--- src/rtl/seq_mul8_if.sv ---
// -----------------------------------------------------------------------------
// seq_mul8_if -- operand/product handshake bundle for seq_mul8.
//
// Signals:
//   in_valid  : producer has operands on m/n
//   in_ready  : multiplier can accept operands
//   m, n      : 8-bit unsigned multiplicand / multiplier
//   out_valid : mul holds a completed product
//   out_ready : consumer accepts the product
//   mul       : 16-bit unsigned product
//   busy      : multiplier is iterating
//
// Modports:
//   master : the side that supplies operands and consumes products
//   slave  : the multiplier itself
// -----------------------------------------------------------------------------
interface seq_mul8_if;
  logic        in_valid;
  logic        in_ready;
  logic [7:0]  m;
  logic [7:0]  n;
  logic        out_valid;
  logic        out_ready;
  logic [15:0] mul;
  logic        busy;

  modport master (
    output in_valid, m, n, out_ready,
    input  in_ready, out_valid, mul, busy
  );

  modport slave (
    input  in_valid, m, n, out_ready,
    output in_ready, out_valid, mul, busy
  );
endinterface

--- src/rtl/seq_mul8.sv ---
// -----------------------------------------------------------------------------
// seq_mul8 -- 8x8 unsigned shift-and-add multiplier, one partial product per
// clock, with valid/ready handshakes on both the operand and product sides.
//
// Ports:
//   clk : single clock, all state updates on the rising edge
//   rst : synchronous, active-high reset (wins over any handshake)
//   bus : seq_mul8_if.slave
//         in_valid/in_ready/m/n     operand handshake (accepted only in IDLE)
//         out_valid/out_ready/mul   product handshake (held in DONE)
//         busy                      high exactly while iterating (CALC)
//
// Configuration:
//   SEQ_MUL8_EARLY_EXIT_EN : when defined, CALC ends as soon as the remaining
//                            multiplier bits are all zero (1..8 cycles);
//                            otherwise CALC always takes 8 cycles.
//                            The product is the same in both builds.
// -----------------------------------------------------------------------------
module seq_mul8 (
  input  logic        clk,
  input  logic        rst,
  seq_mul8_if.slave   bus
);

  typedef enum logic [1:0] {
    IDLE = 2'd0,
    CALC = 2'd1,
    DONE = 2'd2
  } state_e;

  state_e      state_q;
  state_e      state_d;

  logic [15:0] mcand_q;      // multiplicand, shifted left once per CALC edge
  logic [7:0]  mplier_q;     // multiplier, shifted right once per CALC edge
  logic [15:0] acc_q;        // running sum of partial products
  logic [2:0]  cnt_q;        // CALC iteration counter
  logic [15:0] mul_q;        // last delivered product

  logic [15:0] acc_sum;      // accumulator value after this edge's add
  logic [7:0]  mplier_shift; // multiplier value after this edge's shift
  logic        calc_last;    // this CALC edge is the final iteration

  // Partial product for the current multiplier LSB; all at 16 bits, so the
  // largest product (FF*FF = FE01) cannot overflow.
  assign acc_sum      = mplier_q[0] ? (acc_q + mcand_q) : acc_q;
  assign mplier_shift = mplier_q >> 1;

`ifdef SEQ_MUL8_EARLY_EXIT_EN
  // Once the remaining multiplier bits are zero no further additions can
  // happen, so the accumulator already holds the final product. The counter
  // term never fires first; it only bounds the iteration count explicitly.
  assign calc_last = (mplier_shift == 8'h00) || (cnt_q == 3'd7);
`else
  assign calc_last = (cnt_q == 3'd7);
`endif

  // ---------------------------------------------------------------------------
  // State register
  // ---------------------------------------------------------------------------
  // NOTE: sequential state uses non-blocking assignments so every register
  // samples the pre-edge values of the others, independent of block order.
  always_ff @(posedge clk) begin
    if (rst) begin
      state_q <= IDLE;
    end else begin
      state_q <= state_d;
    end
  end

  // ---------------------------------------------------------------------------
  // Next-state logic
  // ---------------------------------------------------------------------------
  // NOTE: state_d gets a default before the case so no path leaves it
  // unassigned; a missing default here would infer a latch.
  always_comb begin
    state_d = state_q;
    case (state_q)
      IDLE:    if (bus.in_valid)  state_d = CALC;
      CALC:    if (calc_last)     state_d = DONE;
      DONE:    if (bus.out_ready) state_d = IDLE;
      default:                    state_d = IDLE;
    endcase
  end

  // ---------------------------------------------------------------------------
  // Output decode (Moore: depends on state only)
  // ---------------------------------------------------------------------------
  always_comb begin
    bus.in_ready  = 1'b0;
    bus.out_valid = 1'b0;
    bus.busy      = 1'b0;
    case (state_q)
      IDLE:    bus.in_ready  = 1'b1;
      CALC:    bus.busy      = 1'b1;
      DONE:    bus.out_valid = 1'b1;
      default: ;
    endcase
  end

  assign bus.mul = mul_q;

  // ---------------------------------------------------------------------------
  // Datapath
  // ---------------------------------------------------------------------------
  // NOTE: every datapath register is reset, not just the FSM, because mul is
  // architecturally visible and must read zero after reset; an aborted
  // operation therefore leaves no stale partial result behind.
  always_ff @(posedge clk) begin
    if (rst) begin
      mcand_q  <= 16'h0000;
      mplier_q <= 8'h00;
      acc_q    <= 16'h0000;
      cnt_q    <= 3'd0;
      mul_q    <= 16'h0000;
    end else begin
      case (state_q)
        IDLE: begin
          // Operands are captured only here; m/n are ignored afterwards.
          if (bus.in_valid) begin
            mcand_q  <= {8'h00, bus.m};
            mplier_q <= bus.n;
            acc_q    <= 16'h0000;
            cnt_q    <= 3'd0;
          end
        end
        CALC: begin
          acc_q    <= acc_sum;
          mcand_q  <= mcand_q << 1;
          mplier_q <= mplier_shift;
          cnt_q    <= cnt_q + 3'd1;
          // Load the product on the edge that enters DONE, including this
          // edge's own partial product.
          if (calc_last) begin
            mul_q <= acc_sum;
          end
        end
        default: ;  // DONE: mul_q holds until the next DONE entry
      endcase
    end
  end

endmodule
--- src/flat_wrapper.sv ---
// flat-port wrapper written by rule: the top's interface ports become plain ports
module seq_mul8_flat 
  (clk, rst, bus_in_valid, bus_m, bus_n, bus_out_ready, bus_in_ready, bus_out_valid, bus_mul, bus_busy);
  seq_mul8_if bus_i ();
  input  logic clk;
  input  logic rst;
  input wire logic [$bits(bus_i.in_valid)-1:0] bus_in_valid;
  input wire logic [$bits(bus_i.m)-1:0] bus_m;
  input wire logic [$bits(bus_i.n)-1:0] bus_n;
  input wire logic [$bits(bus_i.out_ready)-1:0] bus_out_ready;
  output wire logic [$bits(bus_i.in_ready)-1:0] bus_in_ready;
  output wire logic [$bits(bus_i.out_valid)-1:0] bus_out_valid;
  output wire logic [$bits(bus_i.mul)-1:0] bus_mul;
  output wire logic [$bits(bus_i.busy)-1:0] bus_busy;
  assign bus_i.in_valid = bus_in_valid;
  assign bus_i.m = bus_m;
  assign bus_i.n = bus_n;
  assign bus_i.out_ready = bus_out_ready;
  assign bus_in_ready = bus_i.in_ready;
  assign bus_out_valid = bus_i.out_valid;
  assign bus_mul = bus_i.mul;
  assign bus_busy = bus_i.busy;
  seq_mul8 u_core (.clk(clk), .rst(rst), .bus(bus_i));
endmodule
--- config.mk ---
export PLATFORM = sky130hd
export DESIGN_NAME = seq_mul8_flat
export DESIGN_NICKNAME = d
export VERILOG_FILES = /design/src/rtl/seq_mul8_if.sv /design/src/rtl/seq_mul8.sv /design/src/flat_wrapper.sv
export SDC_FILE = /design/constraint.sdc
export NUM_CORES = 1
export LEC_CHECK = 0
export ABC_AREA = 1
export CAP_MARGIN = 20
export CORE_MARGIN = 4
export CORE_UTILIZATION = 50
export DETAILED_ROUTE_END_ITERATION = 8
export PLACE_DENSITY = 0.72
export SLEW_MARGIN = 40
export SYNTH_ARGS = -nofsm -noshare
export SYNTH_HDL_FRONTEND = slang
export SYNTH_SLANG_ARGS = --single-unit
--- constraint.sdc ---
create_clock -name clk -period 2.5 [get_ports clk]
set_clock_uncertainty 0.15 [all_clocks]
set_input_delay 0.375 -clock clk [delete_from_list [all_inputs] [get_ports clk]]
set_output_delay 0.375 -clock clk [all_outputs]
set_load 0.01 [all_outputs]
* Yosys cells after proc, flatten, opt, wreduce, memory -nomap -nowiden
Index checks and enable logic that the tools add are counted.
** Storage, ports and cells
- Logic and storage cells :: 35
- Output and inout port bits :: 19
- Bits in registers :: 61
- Bits of input ports :: 20
** Cells by class
- Reductions and logical operators :: 5
- Mux-type cells :: 16
- $add $sub $neg :: 2
- Equal/unequal tests :: 6
** Operators by type and width (count)
- $pmux 16 s2 :: 2
- $mux 16 :: 3
- $add 16x16->16 :: 1
- $pmux 8 s2 :: 1
- $mux 8 :: 1
- $mux 2 :: 3
- $pmux 2 s3 :: 1
- $pmux 3 s2 :: 1
- $ne 2x2->1 const B :: 2
- $reduce_and 2->1 :: 2
- $add 3x1->3 const B :: 1
- $eq 3x3->1 const B :: 1
- $mux 1 :: 3
- $mux 3 :: 1
- $reduce_and 3->1 :: 1
- $eq 2x1->1 const B :: 1
- $eq 2x2->1 const B :: 1
- $logic_not 2->1 :: 1
- $ne 2x1->1 const B :: 1
- $reduce_bool 2->1 :: 1

* Logic depth before layout (Yosys ltp)
Gate-level depths: netlist (run 1).
- Word-level depth :: 3
- Gate-level depth with buffers :: 14

* Worst setup path after synthesis (run 1)
OpenSTA, ideal clock, no wires.
- Kind :: reg2reg
- From :: register u_core.acc_q[0]
- To :: register u_core.mul_q[12] (netlist: u_core.bus.mul[12])
- Cell stages (with the launch flop) :: 15
- Path slack :: 0.620 ns
- Clock period less this slack :: 1.880 ns
- Data arrival time :: 1.622 ns
- Setup time :: 0.109 ns
- Cell sequence :: dfxtp_1 > ha_1 > fa_1 > nand3_1 > nand3_1 > nand2_1 > nand2_1 > nand2_1 > nand2_1 > nand2_1 > nand3_1 > nand2_1 > nand2_1 > nand2_1 > inv_1
** On the way
- Word-level cells in the longest chain between the ends :: 2
** RTL lines
- start, declared :: RTL line seq_mul8.sv:36 : logic [15:0] acc_q;
- start signal, assigned :: RTL line seq_mul8.sv:128 : acc_q <= acc_sum;
- $add 16x16->16 :: RTL line seq_mul8.sv:46 : assign acc_sum = mplier_q[0] ? (acc_q + mcand_q) : acc_q;
- $mux 16 :: RTL line seq_mul8.sv:46
- end signal, assigned :: RTL line seq_mul8.sv:135 : mul_q <= acc_sum;
- end, declared :: RTL line seq_mul8.sv:38 : logic [15:0] mul_q;
No other way between the ends.
A chain may end at the register's enable or synchronous reset.

* Worst setup path after layout (run 1)
- From :: register u_core.state_q[0]
- To :: output port bus_busy
** On the way
- Word-level cells in the longest chain between the ends :: 2
** RTL lines
- start, declared :: RTL line seq_mul8.sv:31 : state_e state_q;
- start signal, assigned :: RTL line seq_mul8.sv:67 : state_q <= state_d;
- $eq 2x1->1 :: RTL line seq_mul8.sv:93 : case (state_q)
- $mux 1 :: RTL line seq_mul8.sv:93
- end, declared :: RTL line flat_wrapper.sv:14 : output wire logic [$bits(bus_i.busy)-1:0] bus_busy;
No other way between the ends.

==> results of run 1 <==
power groups by stage:
stage	Clock (W)	Combinational, W	Sequential, W
global route	0.00106	0.000378	0.00105
finish	0.00100	0.000336	0.00104
detailed placement	0	0.000335	0.00106
CTS	0.00102	0.000337	0.00104
global placement	0	0.000329	0.00106
floorplan	0	0.000249	0.00106
state kept, by name, summed over array words and instances (netlist names):
name and flops:
u_core.mplier_q 8, u_core.acc_q 16, u_core.mcand_q 16, u_core.cnt_q 3, u_core.bus.mul 16, u_core.state_q 2
cell families (layout without fill, tap and decap cells):
| kind of cell | Yosys count | after routing |
|---|---|---|
| buffers and inverters | 81 | 119 |
| and+or+nand+nor | 212 | 212 |
| DFF | 61 | 61 |
| AOI/OAI and AO/OA | 116 | 116 |
| adders and majority gates | 18 | 18 |
| xor gates and xnor gates | 7 | 7 |
cells in the final DEF, fill, tap and decap left out, types with 3 or more instances in the layout:
cell             instances
nand2_2                  4
o21ai_1                  5
o21a_1                   6
a21o_1                   3
a21oi_1                 53
nand2_1                150
nor2_1                  15
nand3_1                 27
o22ai_1                 14
ha_1                    17
o21ai_0                 26
dfxtp_1                 61
xnor2_1                  6
or2_2                    8
inv_1                   57
clkbuf_8                11
o21bai_1                 5
buf_4                    4
clkdlybuf4s50_1         38
worst max path at each step:
stage / depth (start not counted) / end / start
finish: 3 / bus_busy / u_core.state_q[0]
global route: 3 / bus_busy / u_core.state_q[0]
CTS: 3 / bus_busy / u_core.state_q[0]
detailed placement: 14 / u_core.bus.mul[12] / u_core.acc_q[0]
global placement: 14 / u_core.bus.mul[12] / u_core.acc_q[0]
floorplan: 14 / u_core.bus.mul[12] / u_core.acc_q[0]
worst min-delay path, delay by kind of cell, from the launching register on:
family,cells,cell delay [ns]
and+or+nand+nor,1,0.06
AOI/OAI and AO/OA,1,0.05
DFF,1,0.31
area by class of cell:
type	count	area [sq um]
clock inverters	4	70.1
flip-flops and latches	61	1220
inverters	60	228
well taps	77	96.3
repair buffers	43	430
clock buffers	12	155
multi-input cells	353	1850
fillers	633	2440
per-stage QoR:
stage / std cells / util / setup slack [ns] / cell area, sq um / power (W)
6_report: 610 / 0.624 / 0.200 / 4050 / 0.00238
2_1_floorplan: 495 / - / 0.620 / 3420 / 0.00130
4_1_cts: 610 / 0.624 / 0.187 / 4050 / 0.00240
3_3_place_gp: 594 / 0.589 / 0.497 / 3830 / 0.00139
3_5_place_dp: 594 / 0.589 / 0.477 / 3830 / 0.00140
5_1_grt: 610 / 0.624 / 0.143 / 4050 / 0.00249
routing by layer:
metal	up-vias	global-route usage	wire, um
li1	1667	-	-
met1	1438	0.223	3500
met2	58	0.342	3790
met3	20	0.0375	288
met4	0	0.0957	233
met5	-	0	0
==> metrics, run 1 <==
status complete, no violations; post-cts resize count 0; worst rel slew slack 0.737; # diodes 0; count leader, synth nand2_1; # port buffers 38; DR DRC count 0; synthesized instance count 495; Synth async-reset ratio 0; sw frac 0.260; Pleak 1.87 nW; fin crit share 0.920; predominant post-synthesis flop cell dfxtp_1; nets@finish 566; Slowest-stage cell, CP clkdlybuf4s50_1; unrepaired setup endpoints after global routing no; layout cells sized above 1 0.0788; clock share of power 0.420; Post-DP HPWL 5.63 mm; clk sinks 61; WHS Endpoint u_core.mplier_q[7]; maximum clock frequency 435 MHz; crit-path max cell delay 0.60 ns; required time worst endpoint 1.98 ns; R2R Path Start u_core.acc_q[0]; Core Box Area 0.00649 sq mm; post-synthesis compound-gate area fraction 0.188; Synth area leader dfxtp_1; crit-path cells inv_2, nor2_8, clkdlybuf4s50_1; routability cong. 0.887; Hold Path Depth 2; setup TNS 0 ns; Setup crit end kind output pin; critical path type register to output pin; Initial Util 0.527; Die H 90.8 um; kind of cell adding the most delay to the critical path buffers and inverters; final hold vios 0; xor/xnor share of the synthesized area 0.0179; Die Wd 90.8 um; WP data arrival 1.77 ns; Max Cap Violations 0; Root Driver clkbuf_8; post-synth top area share 0.357; worst path bufs/invs 2; Post-Syn Nets 533; drt wl/cell 12.8 um; Clock Tree Buf Depth 2; post-DR vias/cell 5.22; sequential share of the synthesized area 0.357; Yosys cell types 32; post-synthesis simple-gate area fraction 0.267; Final ANT Viol Nets 0; hold slack 0.321 ns; CP Launch Type register; minimum setup slack among reg-to-reg paths 0.46 ns; final setup violation count 0; Worst-path clk slew 0.07 ns; largest family of logic cells by synthesized area simple AND/OR/NAND/NOR gates; final wirelength 7.81 mm; net switching power 0.000619 W; P per Cell Area 587 mW/mm^2; FP Rows 29; Pint 0.00176 W; Total GRT Usage 0.194; Yosys warnings 0; Hold Buf Count CTS 0; Syn-to-layout area delta 18.3%; Avg Inst Size Synth 6.92 sq um; Hold WC Path Type register to register; die area 0.00824 sq mm; Worst-Skew Late Latency 0.34 ns; antenna violations before repair 0; H-tree depth 3; synth cell count leaders nand2_1, dfxtp_1, inv_1; CTS Buf Count 9; Gate power share 0.141; grt total ovfl 0; Vias 3183; First-pass DRT Iterations 4; pin count of the biggest net entering global routing 31; Initial DRC Count 126; Slew Viols, Final 0; R2R Path End u_core.bus.mul[12]; CP max FO 20; number of global-route vias before repair 2890; number of post-CTS setup repair buffers 0; mux contribution to synthesized area 0; post-synthesis register bit count 61; min Tclk post-route 2.30 ns; first-pass GRT wire length 13.1 mm; Worst R2R Path Depth 14; slew at the pin closest to its max-slew limit 0.393 ns; Synth area leaders dfxtp_1, nand2_1, a21oi_1; sequential cell fraction of total power 0.439; Post-synth EDFFs 0; Adder-Cell Fraction of Synth Area 0.0680; total I/O pin count 39; startpoint of the worst hold path u_core.mplier_q[7]; Syn Std Cell Area 0.00342 sq mm; peak supply drop 484 uV; CTS tree done
Note: power is estimated with default switching activity, not from simulation.
==> run 2: changes to the inputs <==
--- a/config.mk
+++ b/config.mk
@@ -10,7 +10,7 @@
 export CORE_MARGIN = 4
 export CORE_UTILIZATION = 50
 export DETAILED_ROUTE_END_ITERATION = 8
-export PLACE_DENSITY = 0.72
+export PLACE_DENSITY = 0.75
 export SLEW_MARGIN = 40
 export SYNTH_ARGS = -nofsm -noshare
 export SYNTH_HDL_FRONTEND = slang
==> constraint.sdc (replaced) <==
create_clock -name clk -period 2 [get_ports clk]
set_clock_uncertainty 0.15 [all_clocks]
set_input_delay 0.3 -clock clk [delete_from_list [all_inputs] [get_ports clk]]
set_output_delay 0.3 -clock clk [all_outputs]
set_load 0.01 [all_outputs]
==> metrics, run 2 (synthesis gave the netlist of run 1 again) <==
CTS Buf Count 9 (unchanged); grt total ovfl 0 (unchanged); First-pass DRT Iterations 4 (unchanged); # diodes 0 (unchanged); Initial Util 0.527 (unchanged); routability cong. 0.889 (was 0.887); most frequent cells in the layout nand2_1, inv_1, dfxtp_1 (was nand2_1, dfxtp_1, inv_1); WP data arrival 2.06 ns (was 1.77 ns); Clock Tree Buf Depth 2 (unchanged); H-tree depth 3 (unchanged); required time worst endpoint 2.10 ns (was 1.98 ns); Setup crit end kind register (was output pin); die area 0.00824 sq mm (unchanged); min Tclk post-route 1.96 ns; commonest non-fill, non-tap cell in the layout nand2_1 (unchanged); DR DRC count 0 (unchanged); Initial DRC Count 153 (was 126); maximum clock frequency 509 MHz; Layout Cells excl Fill 616 (was 610); antenna violations before repair 0 (unchanged); Final ANT Viol Nets 0 (unchanged); CP Launch Type register (unchanged); Worst-path clk slew 0.08 ns (was 0.07 ns); fin util 0.662 (was 0.624); post-DR vias/cell 5.38 (was 5.22); Vias 3315 (was 3183); Syn-to-layout area delta 25.5% (was 18.3%); Fillers 577 (was 633); total I/O pin count 39 (unchanged); pin count of the biggest net entering global routing 31 (unchanged); number of global-route vias before repair 3058 (was 2890); Root Driver clkbuf_8 (unchanged); status complete, no violations (unchanged); FP Rows 29 (unchanged); Die Wd 90.8 um (unchanged); Hold Buf Count CTS 0 (unchanged); Pleak 1.91 nW (was 1.87 nW); slew at the pin closest to its max-slew limit 0.414 ns (was 0.393 ns); Cells after DPL 600 (was 594); hold slack 0.320 ns (was 0.321 ns); final hold vios 0 (unchanged); CP max FO 3 (was 20); worst rel slew slack 0.724 (was 0.737); nets@finish 572 (was 566); Core Box Area 0.00649 sq mm (unchanged); Die H 90.8 um (unchanged); CTS tree done (unchanged); Total GRT Usage 0.204 (was 0.194); Slew Viols, Final 0 (unchanged); Max Cap Violations 0 (unchanged); Post-DP HPWL 5.88 mm (was 5.63 mm); number of post-CTS setup repair buffers 0 (unchanged); clk sinks 61 (unchanged); Hold WC Path Type register to register (unchanged); fin crit share 0.982; critical path type register to register (was register to output pin); final setup violation count 0 (unchanged); first-pass GRT wire length 13.8 mm (was 13.1 mm); P per Cell Area 706 mW/mm^2 (was 587 mW/mm^2); final wirelength 8.55 mm (was 7.81 mm); drt wl/cell 13.9 um (was 12.8 um); Worst-Skew Late Latency 0.35 ns (was 0.34 ns); peak supply drop 401 uV (was 484 uV); layout cells sized above 1 0.156 (was 0.0788); unrepaired setup endpoints after global routing yes (was no); # port buffers 38 (unchanged)
## run 2: cell type report
class | instances | area [sq um] | share of cell area
tap | 77 | 96.3 | 0.0224
clock buffer | 11 | 141 | 0.0329
inverter | 60 | 230 | 0.0536
sequential | 61 | 1230 | 0.286
timing repair buffer | 49 | 468 | 0.109
clock inverter | 5 | 83.8 | 0.0195
multi-input combinational | 353 | 2050 | 0.477
## run 2: layer usage
| layer | vias to the layer above | GRT usage | part of all wire |
|---|---|---|---|
| met3 | 17 | 0.0450 | 0.043 |
| li1 | 1692 | - | - |
| met5 | - | 0 | 0 |
| met4 | 0 | 0.0625 | 0.020 |
| met1 | 1536 | 0.237 | 0.42 |
| met2 | 70 | 0.371 | 0.52 |
## run 2: path summary, 6_finish.rpt
path                     start                  to  slack [ns]  cells past startpoint
min reg2reg    u_core.cnt_q[0]     u_core.cnt_q[0]        0.32                      1
min            u_core.cnt_q[0]     u_core.cnt_q[0]        0.32                      1
max          u_core.mcand_q[0]  u_core.bus.mul[10]        0.04                     13
max reg2reg  u_core.mcand_q[0]  u_core.bus.mul[10]        0.04                     13
## run 2: through the flow
stage	worst slack [ns]	cell area, sq um	power [W]	setup TNS, ns
floorplan	0.120	3420	0.00163	0
global placement	0.00584	3860	0.00175	0
detailed placement	0.00203	3860	0.00176	0
CTS	0.00351	4090	0.00302	0
global route	-0.104	4300	0.00315	-0.352
finish	0.0359	4300	0.00303	0
## run 2: timing repair
item | CTS | global route
pin swaps | 0 | 11
endpoints found under the hold margin | 0 | 0
gates cloned | 0 | 0
setup endpoints to repair | 5 | 19
gates resized for setup | 4 | 38
## run 2: power by group
part / internal, W / switching [W]
sequential: 0.00127 / 0.0000474
clock: 0.000738 / 0.000514
combinational: 0.000197 / 0.000270
## run 2: critical path, stage by stage (launching register included)
cell     delay [ns]
dfxtp_2        0.34
ha_4           0.16
fa_2           0.41
nand2_2        0.10
nand2_2        0.05
nand3_2        0.06
nand2_2        0.08
nand2_2        0.07
nand2_2        0.06
nand2_2        0.07
nand3_2        0.09
nand2_2        0.09
a21o_1         0.10
inv_1          0.03
